**src/rtl/ascii_to_binary.sv**
```systemverilog
// ascii_to_binary: decimal ASCII field to unsigned binary, one multiply-accumulate per character.
// Define ASCII_BLANK_LEADING_EN to accept leading spaces as zeros (right-justified fields).
module ascii_to_binary #(
    parameter int BIN_WIDTH  = 13,
    parameter int BCD_DIGITS = 4
) (
    input  logic                    clk,
    input  logic                    reset,
    input  logic                    enable,
    input  logic                    start,
    input  logic [BCD_DIGITS*8-1:0] ascii_in,
    output logic [BIN_WIDTH-1:0]    bin,
    output logic                    ready,
    output logic                    error,
    output logic                    overflow
);
    localparam int AW = BIN_WIDTH + 4;
    localparam int IW = $clog2(BCD_DIGITS + 1);
    localparam logic [IW-1:0] LAST = IW'(BCD_DIGITS - 1);
    typedef enum logic [1:0] {IDLE, CONV, DONE} state_t;
    state_t                  state;
    logic [BCD_DIGITS*8-1:0] sr;
    logic [AW-1:0]           acc;
    logic [IW-1:0]           idx;
    logic                    err;
    logic [7:0]              c;
    logic                    is_digit;
    logic                    blank;
    logic [AW-1:0]           acc_mac;
`ifdef ASCII_BLANK_LEADING_EN
    logic                    seen;
`endif
    always_comb begin
        c        = sr[BCD_DIGITS*8-1 -: 8];
        is_digit = (c >= 8'h30) && (c <= 8'h39);
        // for legal digits the low nibble of the character is the digit value
        acc_mac  = acc * AW'(10) + AW'(c[3:0]);
`ifdef ASCII_BLANK_LEADING_EN
        blank    = (c == 8'h20) && !seen;
`else
        blank    = 1'b0;
`endif
    end
    always_ff @(posedge clk or negedge reset) begin
        if (!reset) begin
            state    <= IDLE;
            sr       <= '0;
            acc      <= '0;
            idx      <= '0;
            err      <= 1'b0;
            bin      <= '0;
            ready    <= 1'b0;
            error    <= 1'b0;
            overflow <= 1'b0;
`ifdef ASCII_BLANK_LEADING_EN
            seen     <= 1'b0;
`endif
        end else if (enable) begin
            case (state)
                IDLE: begin
                    ready <= 1'b0;
                    // a start coinciding with the ready pulse waits one cycle
                    if (start && !ready) begin
                        sr    <= ascii_in;
                        acc   <= '0;
                        idx   <= '0;
                        err   <= 1'b0;
`ifdef ASCII_BLANK_LEADING_EN
                        seen  <= 1'b0;
`endif
                        state <= CONV;
                    end
                end
                CONV: begin
                    if (is_digit) acc <= acc_mac;
                    else if (!blank) err <= 1'b1;
`ifdef ASCII_BLANK_LEADING_EN
                    if (is_digit) seen <= 1'b1;
`endif
                    sr  <= sr << 8;
                    idx <= idx + 1'b1;
                    if (idx == LAST) state <= DONE;
                end
                DONE: begin
                    overflow <= |acc[AW-1:BIN_WIDTH];
                    bin      <= err ? '0 : acc[BIN_WIDTH-1:0];
                    error    <= err;
                    ready    <= 1'b1;
                    state    <= IDLE;
                end
                default: state <= IDLE;
            endcase
        end
    end
endmodule

```
**config.mk**
```make
export PLATFORM = sky130hd
export DESIGN_NAME = ascii_to_binary
export DESIGN_NICKNAME = d
export VERILOG_FILES = /design/src/rtl/ascii_to_binary.sv
export SDC_FILE = /design/constraint.sdc
export NUM_CORES = 1
export LEC_CHECK = 0
export ABC_AREA = 1
export CORE_MARGIN = 1
export CORE_UTILIZATION = 55
export CTS_CLUSTER_SIZE = 40
export DETAILED_ROUTE_END_ITERATION = 8
export PLACE_DENSITY = 0.79
export SKIP_LAST_GASP = 1
export SYNTH_ARGS = -nofsm -noshare
export SYNTH_HDL_FRONTEND = slang
export SYNTH_SLANG_ARGS = --single-unit
```
**constraint.sdc**
```tcl
create_clock -name clk -period 3.1 [get_ports clk]
set_clock_uncertainty 0.15 [all_clocks]
set_input_delay 0.62 -clock clk [delete_from_list [all_inputs] [get_ports clk]]
set_output_delay 0.62 -clock clk [all_outputs]
set_load 0.03 [all_outputs]
```
==> metrics, run 1 <==
r2r endpoint acc[14]$_DFFE_PN0P_; Fin. Hold Viols 0; Core ar. 7767 sq um; final core utilization 67.83%; antenna violations before repair 0; Die Y 91.82 microns; Inserted Diodes 0; Setup CP Type register to register; num rows 32; Leak 2.594 nW; Starting Density 57.12%; Worst Tran Pin Value 879.2 ps; power density cells 695.3 nW/um^2; status finished, final reports clean; layout net count 693; Hold WC Path Type primary input to asynchronous set/reset pin; syn nets 642; IO Count 52; Skew-Pair Late Insertion Delay 340 ps; Reg2Reg Setup Slack 190 ps; beginning of the critical path acc[1]$_DFFE_PN0P_; Max Clock Freq 344.0 MHz; r2r startpoint acc[1]$_DFFE_PN0P_; Worst VDD drop 500.1 uV; vias in the first global route 3778; HPWL after DPL 7383 microns; Max H-tree Level 3; crit path time final 2907 ps; Post-synth EDFFs 0; final setup margin 193.4 ps; Critical Path Sink Type register; post-synth top area share 40.05%; first-pass GRT wire length 17090 microns; Yosys warnings 0; final wirelength 9859 microns; port bufs 51; CP Max Fanout 4; clock root buffer clkbuf_8; largest cells by area after synthesis dfrtp_1 40%, nand2_1 13%, ha_1 8.5%, o21ai_0 7.2%, inv_1 6.9%; R2R cell count 16; Post-Place Setup Slack 193.2 ps; post-synthesis register bit count 71; Antenna Nets Post-Route 0; pin count of the biggest net entering global routing 72; clock sinks 71; ys flop type dfrtp_1; Synth Instances 574; final slew viol count 0; Final setup viols 0; critical path launch point type register; mapped cell area 4437 sq um; DR iter-0 viols 193; Period Utilization, post-route 93.76%; Max Cap Viol 0; clock buffer depth 2; syn avg cell area 7.730 sq um; Worst EP required 3210 ps; DR pass1 iterations 5; full die area 8430 sq um; Die Wd 91.82 microns; share of post-route cells with drive strength above 1 10.63%; RSZ-0062 raised after global routing yes; clock-pin slew on the worst setup and hold paths 70 ps; Slew HR 41.39%; Avg WL per Cell 13.47 microns; Synth cell types 38; CTS tree yes; CTS Buf Count 9; GR Util All Layers 25.35%; post-synth top area cell dfrtp_1; # DRC 0; Via Count 3881; gr ovfl total 0; Seq/Total Area, Yosys 40.05%; Syn-to-layout area delta 18.75%; GPL Wtd Cong 0.9330; DR vias/cell 5.302; critical path data arrival time 3020 ps; ys async rst share 100.0%
[cell type report]
| type | instances | area (sq um) |
|---|---|---|
| Fill cell | 661 | 2499 |
| Multi-Input combinational cell | 395 | 2240 |
| Sequential cell | 71 | 1777 |
| Timing Repair Buffer | 57 | 550.5 |
| Inverter | 91 | 342.8 |
| Clock buffer | 11 | 151.4 |
| Tap cell | 102 | 127.6 |
| Clock inverter | 5 | 80.08 |
[per-stage QoR]
step	setup TNS (ps)	cell area (sq um)	total power (W)	cells	hold slack, ps
2_1_floorplan	0	4437	0.002406	574	174.4
3_3_place_gp	0	5020	0.002756	714	317.6
3_5_place_dp	0	5020	0.002813	714	322.2
4_1_cts	0	5251	0.003669	730	341.4
5_1_grt	-28.17	5269	0.003930	732	369.8
6_report	0	5269	0.003663	732	328.3
[what timing repair did]
item / CTS / global route
setup buffers: 0 / 2
hold buffers: 0 / 0
gates resized for setup: 0 / 1
endpoints found under the setup margin: 0 / 1
[report_power, final]
part | internal (W) | total [W] | switching, W
Combinational | 0.000509 | 0.00144 | 0.000926
Sequential | 0.00122 | 0.00139 | 0.000165
Clock | 0.000496 | 0.000840 | 0.000344
Total | 0.00223 | 0.00366 | 0.00144
[logic make-up (layout without fill, tap and decap cells)]
group	Yosys count	in the layout	share of synthesized area (%)
flip-flops	71	71	40.05
buffers and inverters	108	164	9.814
XOR/XNOR	5	5	1.156
adder cells (fa/ha/maj)	32	32	9.363
AND/OR/NAND/NOR	245	245	24.99
AO/OA/AOI/OAI	113	113	14.64
[how the worst max path moves through the flow]
stage                          endpoint
floorplan           acc[16]$_DFFE_PN0P_
global placement    acc[16]$_DFFE_PN0P_
detailed placement  acc[16]$_DFFE_PN0P_
CTS                 acc[16]$_DFFE_PN0P_
global route        acc[14]$_DFFE_PN0P_
finish              acc[14]$_DFFE_PN0P_
[synthesized netlist by cell type (3+ instances only)]
| library cell | count |
|---|---|
| nand3_1 | 26 |
| nand2_2 | 14 |
| nand3_2 | 4 |
| nor2_2 | 3 |
| nand2_1 | 158 |
| ha_1 | 30 |
| o21ai_0 | 64 |
| o21a_1 | 4 |
| inv_1 | 82 |
| inv_2 | 7 |
| nor2_1 | 22 |
| o22ai_1 | 7 |
| nor2_4 | 5 |
| dfrtp_1 | 71 |
| buf_2 | 5 |
| a21oi_1 | 11 |
| nand4_1 | 5 |
| o211ai_1 | 21 |
| clkbuf_1 | 7 |
[worst max-delay path, stage by stage (launching register included)]
cell	delay (ps)
dfrtp_1	430
ha_1	320
ha_2	220
fa_1	530
nand2_1	80
nor2_1	90
nand2_1	60
nand2_1	70
nand2_1	100
nor2_4	150
buf_4	130
nand3_4	70
nor2_4	120
nand2_2	70
nand2_1	60
nand2_1	50
o21ai_1	120
[registers in the layout, indices dropped and copies added, names as in the netlist]
| register | count |
|---|---|
| acc | 17 |
| err | 1 |
| error | 1 |
| idx | 3 |
| bin | 13 |
| state | 2 |
| sr | 32 |
| overflow | 1 |
| ready | 1 |
[cells in the final DEF, fill, tap and decap left out, drive strengths merged, types with 7 or more instances in the layout]
cell / synthesis / routed
o22ai: 7 / 7
ha: 30 / 30
nand3: 31 / 31
inv: 89 / 89
buf: 10 / 7
dfrtp: 71 / 71
a21oi: 13 / 13
clkbuf: 7 / 11
o21ai: 67 / 67
nand2: 173 / 173
nor2: 30 / 30
o211ai: 21 / 21
clkdlybuf4s50: 0 / 50
[layer usage]
metal  global-route usage, %  vias to the layer above  share of wire [%]
met1                   33.89                     1809                 46
met3                   4.312                       19                4.0
li1                        -                     1956                  -
met4                   8.984                        0                2.0
met2                   41.73                       97                 48
met5                       0                        -                  0
(Power assumes the default switching activity.)
==> run 2: changes to the inputs <==
==> constraint.sdc (replaced) <==
create_clock -name clk -period 3.1 [get_ports clk]
set_clock_uncertainty 0.15 [all_clocks]
set_input_delay 0.93 -clock clk [delete_from_list [all_inputs] [get_ports clk]]
set_output_delay 0.93 -clock clk [all_outputs]
set_load 0.03 [all_outputs]
==> run 2 against run 1 <==
Effect of this change: critical path depth unchanged; worst setup slack gained 41 ps; highest routed layer unchanged; sequential cell count is the same; via count increased by 2.3%; hold slack improved by 8.1 ps; power grew 2.9%; sequential power hardly changed; sequential share of layout area down 0.43 points; final cell count up 0.41%.
==> metrics, run 2 (synthesis results as in run 1) <==
worst path cell trace ha_1 -> ha_2 -> fa_1 -> nand2_1 -> nor2_1 -> nand2_1 -> nand2_1 -> nand2_1 -> nor2_4 -> buf_4 -> nand3_4 -> nor2_4 -> nand3_1 -> nand2_1 -> nand3_1 -> nand2_1; gr ovfl total 0; Worst path most repeated cell nand2_1; final std cells w/o fill 735; IO Count 52; clock-pin slew on the worst setup and hold paths 80 ps; Period Utilization, post-route 92.45%; Largest Register sr; Hold WC Path Type register to register; Worst Tran Pin Value 782.7 ps; first-pass GRT wire length 17250 microns; Core ar. 7767 sq um; Die Wd 91.82 microns; final setup margin 234.1 ps; RSZ-0062 raised after global routing no; Slew HR 47.34%; CTS Buf Count 9; final slew viol count 0; final hold slack 336.4 ps; max FFs per register 32; Starting Density 57.12%; critical path launch point type register; power density cells 705.5 nW/um^2; multi-input logic area 2240 sq um; Skew-Pair Late Insertion Delay 350 ps; layout net count 696; # fillers 624; CP Max Fanout 4; met1 Usage GRT 35.08%; antenna violations before repair 0; DR iter-0 viols 199; clock sinks 71; Avg WL per Cell 14.04 microns; Max H-tree Level 3; Worst VDD drop 600.9 uV; critical path data arrival time 3000 ps; Max Cap Viol 0; # DRC 0; full die area 8430 sq um; GPL Wtd Cong 0.9103; Critical Path Sink Type register; Cell Area, Placed 5060 sq um; Register Area 1778 sq um; CP max stage delay 520 ps; CTS tree yes; DR pass1 iterations 5; Setup TNS 0 ps; Final setup viols 0; hold_buf cts 0; dpl cells 716; Via Count 3971; final wirelength 10320 microns; clock buffer depth 2; HPWL after DPL 7754 microns; M2 GR Usage 42.36%; critical path's top delay family simple AND/OR/NAND/NOR gates; Setup CP Type register to register; crit path time final 2866 ps; num rows 32; met3 Usage GRT 4.975%; commonest non-fill, non-tap cells in the layout 158 x nand2_1, 82 x inv_1, 70 x dfrtp_1, 64 x o21ai_0, 50 x clkdlybuf4s50_1; Leak 2.635 nW; post-route cell area 5341 sq um; Fin. Hold Viols 0; port bufs 51; Syn-to-layout area delta 20.39%; vias in the first global route 3725; share of post-route cells with drive strength above 1 11.22%; Largest regs sr (32), acc (17), bin (13); Post-Place Setup Slack 162.3 ps; DR vias/cell 5.403; grt peak-use layer met2; buffer and inverter count on the worst path 1; slowest CP cell fa_1; Inserted Diodes 0; clock root buffer clkbuf_8; status finished, final reports clean; GR Util All Layers 26.05%; commonest non-fill, non-tap cell in the layout nand2_1; Die Y 91.82 microns; Worst EP required 3240 ps; Antenna Nets Post-Route 0; Max Clock Freq 348.9 MHz; pin count of the biggest net entering global routing 58
run 2: cell count changes in the layout (fill, tap and decap cells not counted):
cell        change
clkinvlp_4      -2
dfrtp_2         +1
bufinv_16       +1
clkinv_4        +1
buf_12          +2
dfrtp_1         -1
buf_4           +1
run 2: where the power goes:
group | total (W) | leakage (nW) | internal [W] | switching (W)
Sequential | 0.00138 | 0.921 | 0.00122 | 0.000157
Clock | 0.000928 | 0.130 | 0.000578 | 0.000349
Combinational | 0.00146 | 1.58 | 0.000525 | 0.000935
run 2: area by class of cell:
| class | count | share of cell area, % |
|---|---|---|
| Clock buffer | 11 | 2.834 |
| Clock inverter | 5 | 1.944 |
| Inverter | 91 | 6.418 |
| Multi-Input combinational cell | 395 | 41.93 |
| Sequential cell | 71 | 33.29 |
| Tap cell | 102 | 2.389 |
| Timing Repair Buffer | 60 | 11.20 |
run 2: through the flow:
step           util, %  total power, W
3_5_place_dp     65.14        0.002836
6_report         68.77        0.003768
3_3_place_gp     65.14        0.002771
4_1_cts          68.43        0.003776
5_1_grt          68.77        0.004040
2_1_floorplan        -        0.002406
run 2: path summary, 6_finish.rpt:
kind                                startpoint             endpoint  slack, ps  cells after the start
max                         acc[1]$_DFFE_PN0P_  acc[16]$_DFFE_PN0P_        230                     16
min                        bin[12]$_DFFE_PN0P_  bin[12]$_DFFE_PN0P_        340                      2
max reg2reg                 acc[1]$_DFFE_PN0P_  acc[16]$_DFFE_PN0P_        230                     16
min reg2reg                bin[12]$_DFFE_PN0P_  bin[12]$_DFFE_PN0P_        340                      2
max in group asynchronous                reset    sr[3]$_DFFE_PN0P_       1740                      2
min in group asynchronous                reset  acc[13]$_DFFE_PN0P_        480                      1
run 2: worst register-to-register path, delay by kind of cell, from the launching register on:
kind | cells | cell delay, ps
adders and majority gates | 3 | 1030
DFF | 1 | 410
and+or+nand+nor | 12 | 1080
buffers and inverters | 1 | 130
run 2: repair_timing:
item	in CTS	in global routing
setup buffers	0	3
setup endpoints to repair	0	3
gates resized for setup	0	2
run 2: routing by layer:
| metal | wire, microns | vias to the layer above | part of all wire (%) |
|---|---|---|---|
| met5 | 0 | - | 0 |
| met2 | 4903 | 118 | 48 |
| met3 | 441 | 20 | 4.3 |
| met1 | 4760 | 1874 | 46 |
| met4 | 213 | 0 | 2.1 |
| li1 | - | 1959 | - |
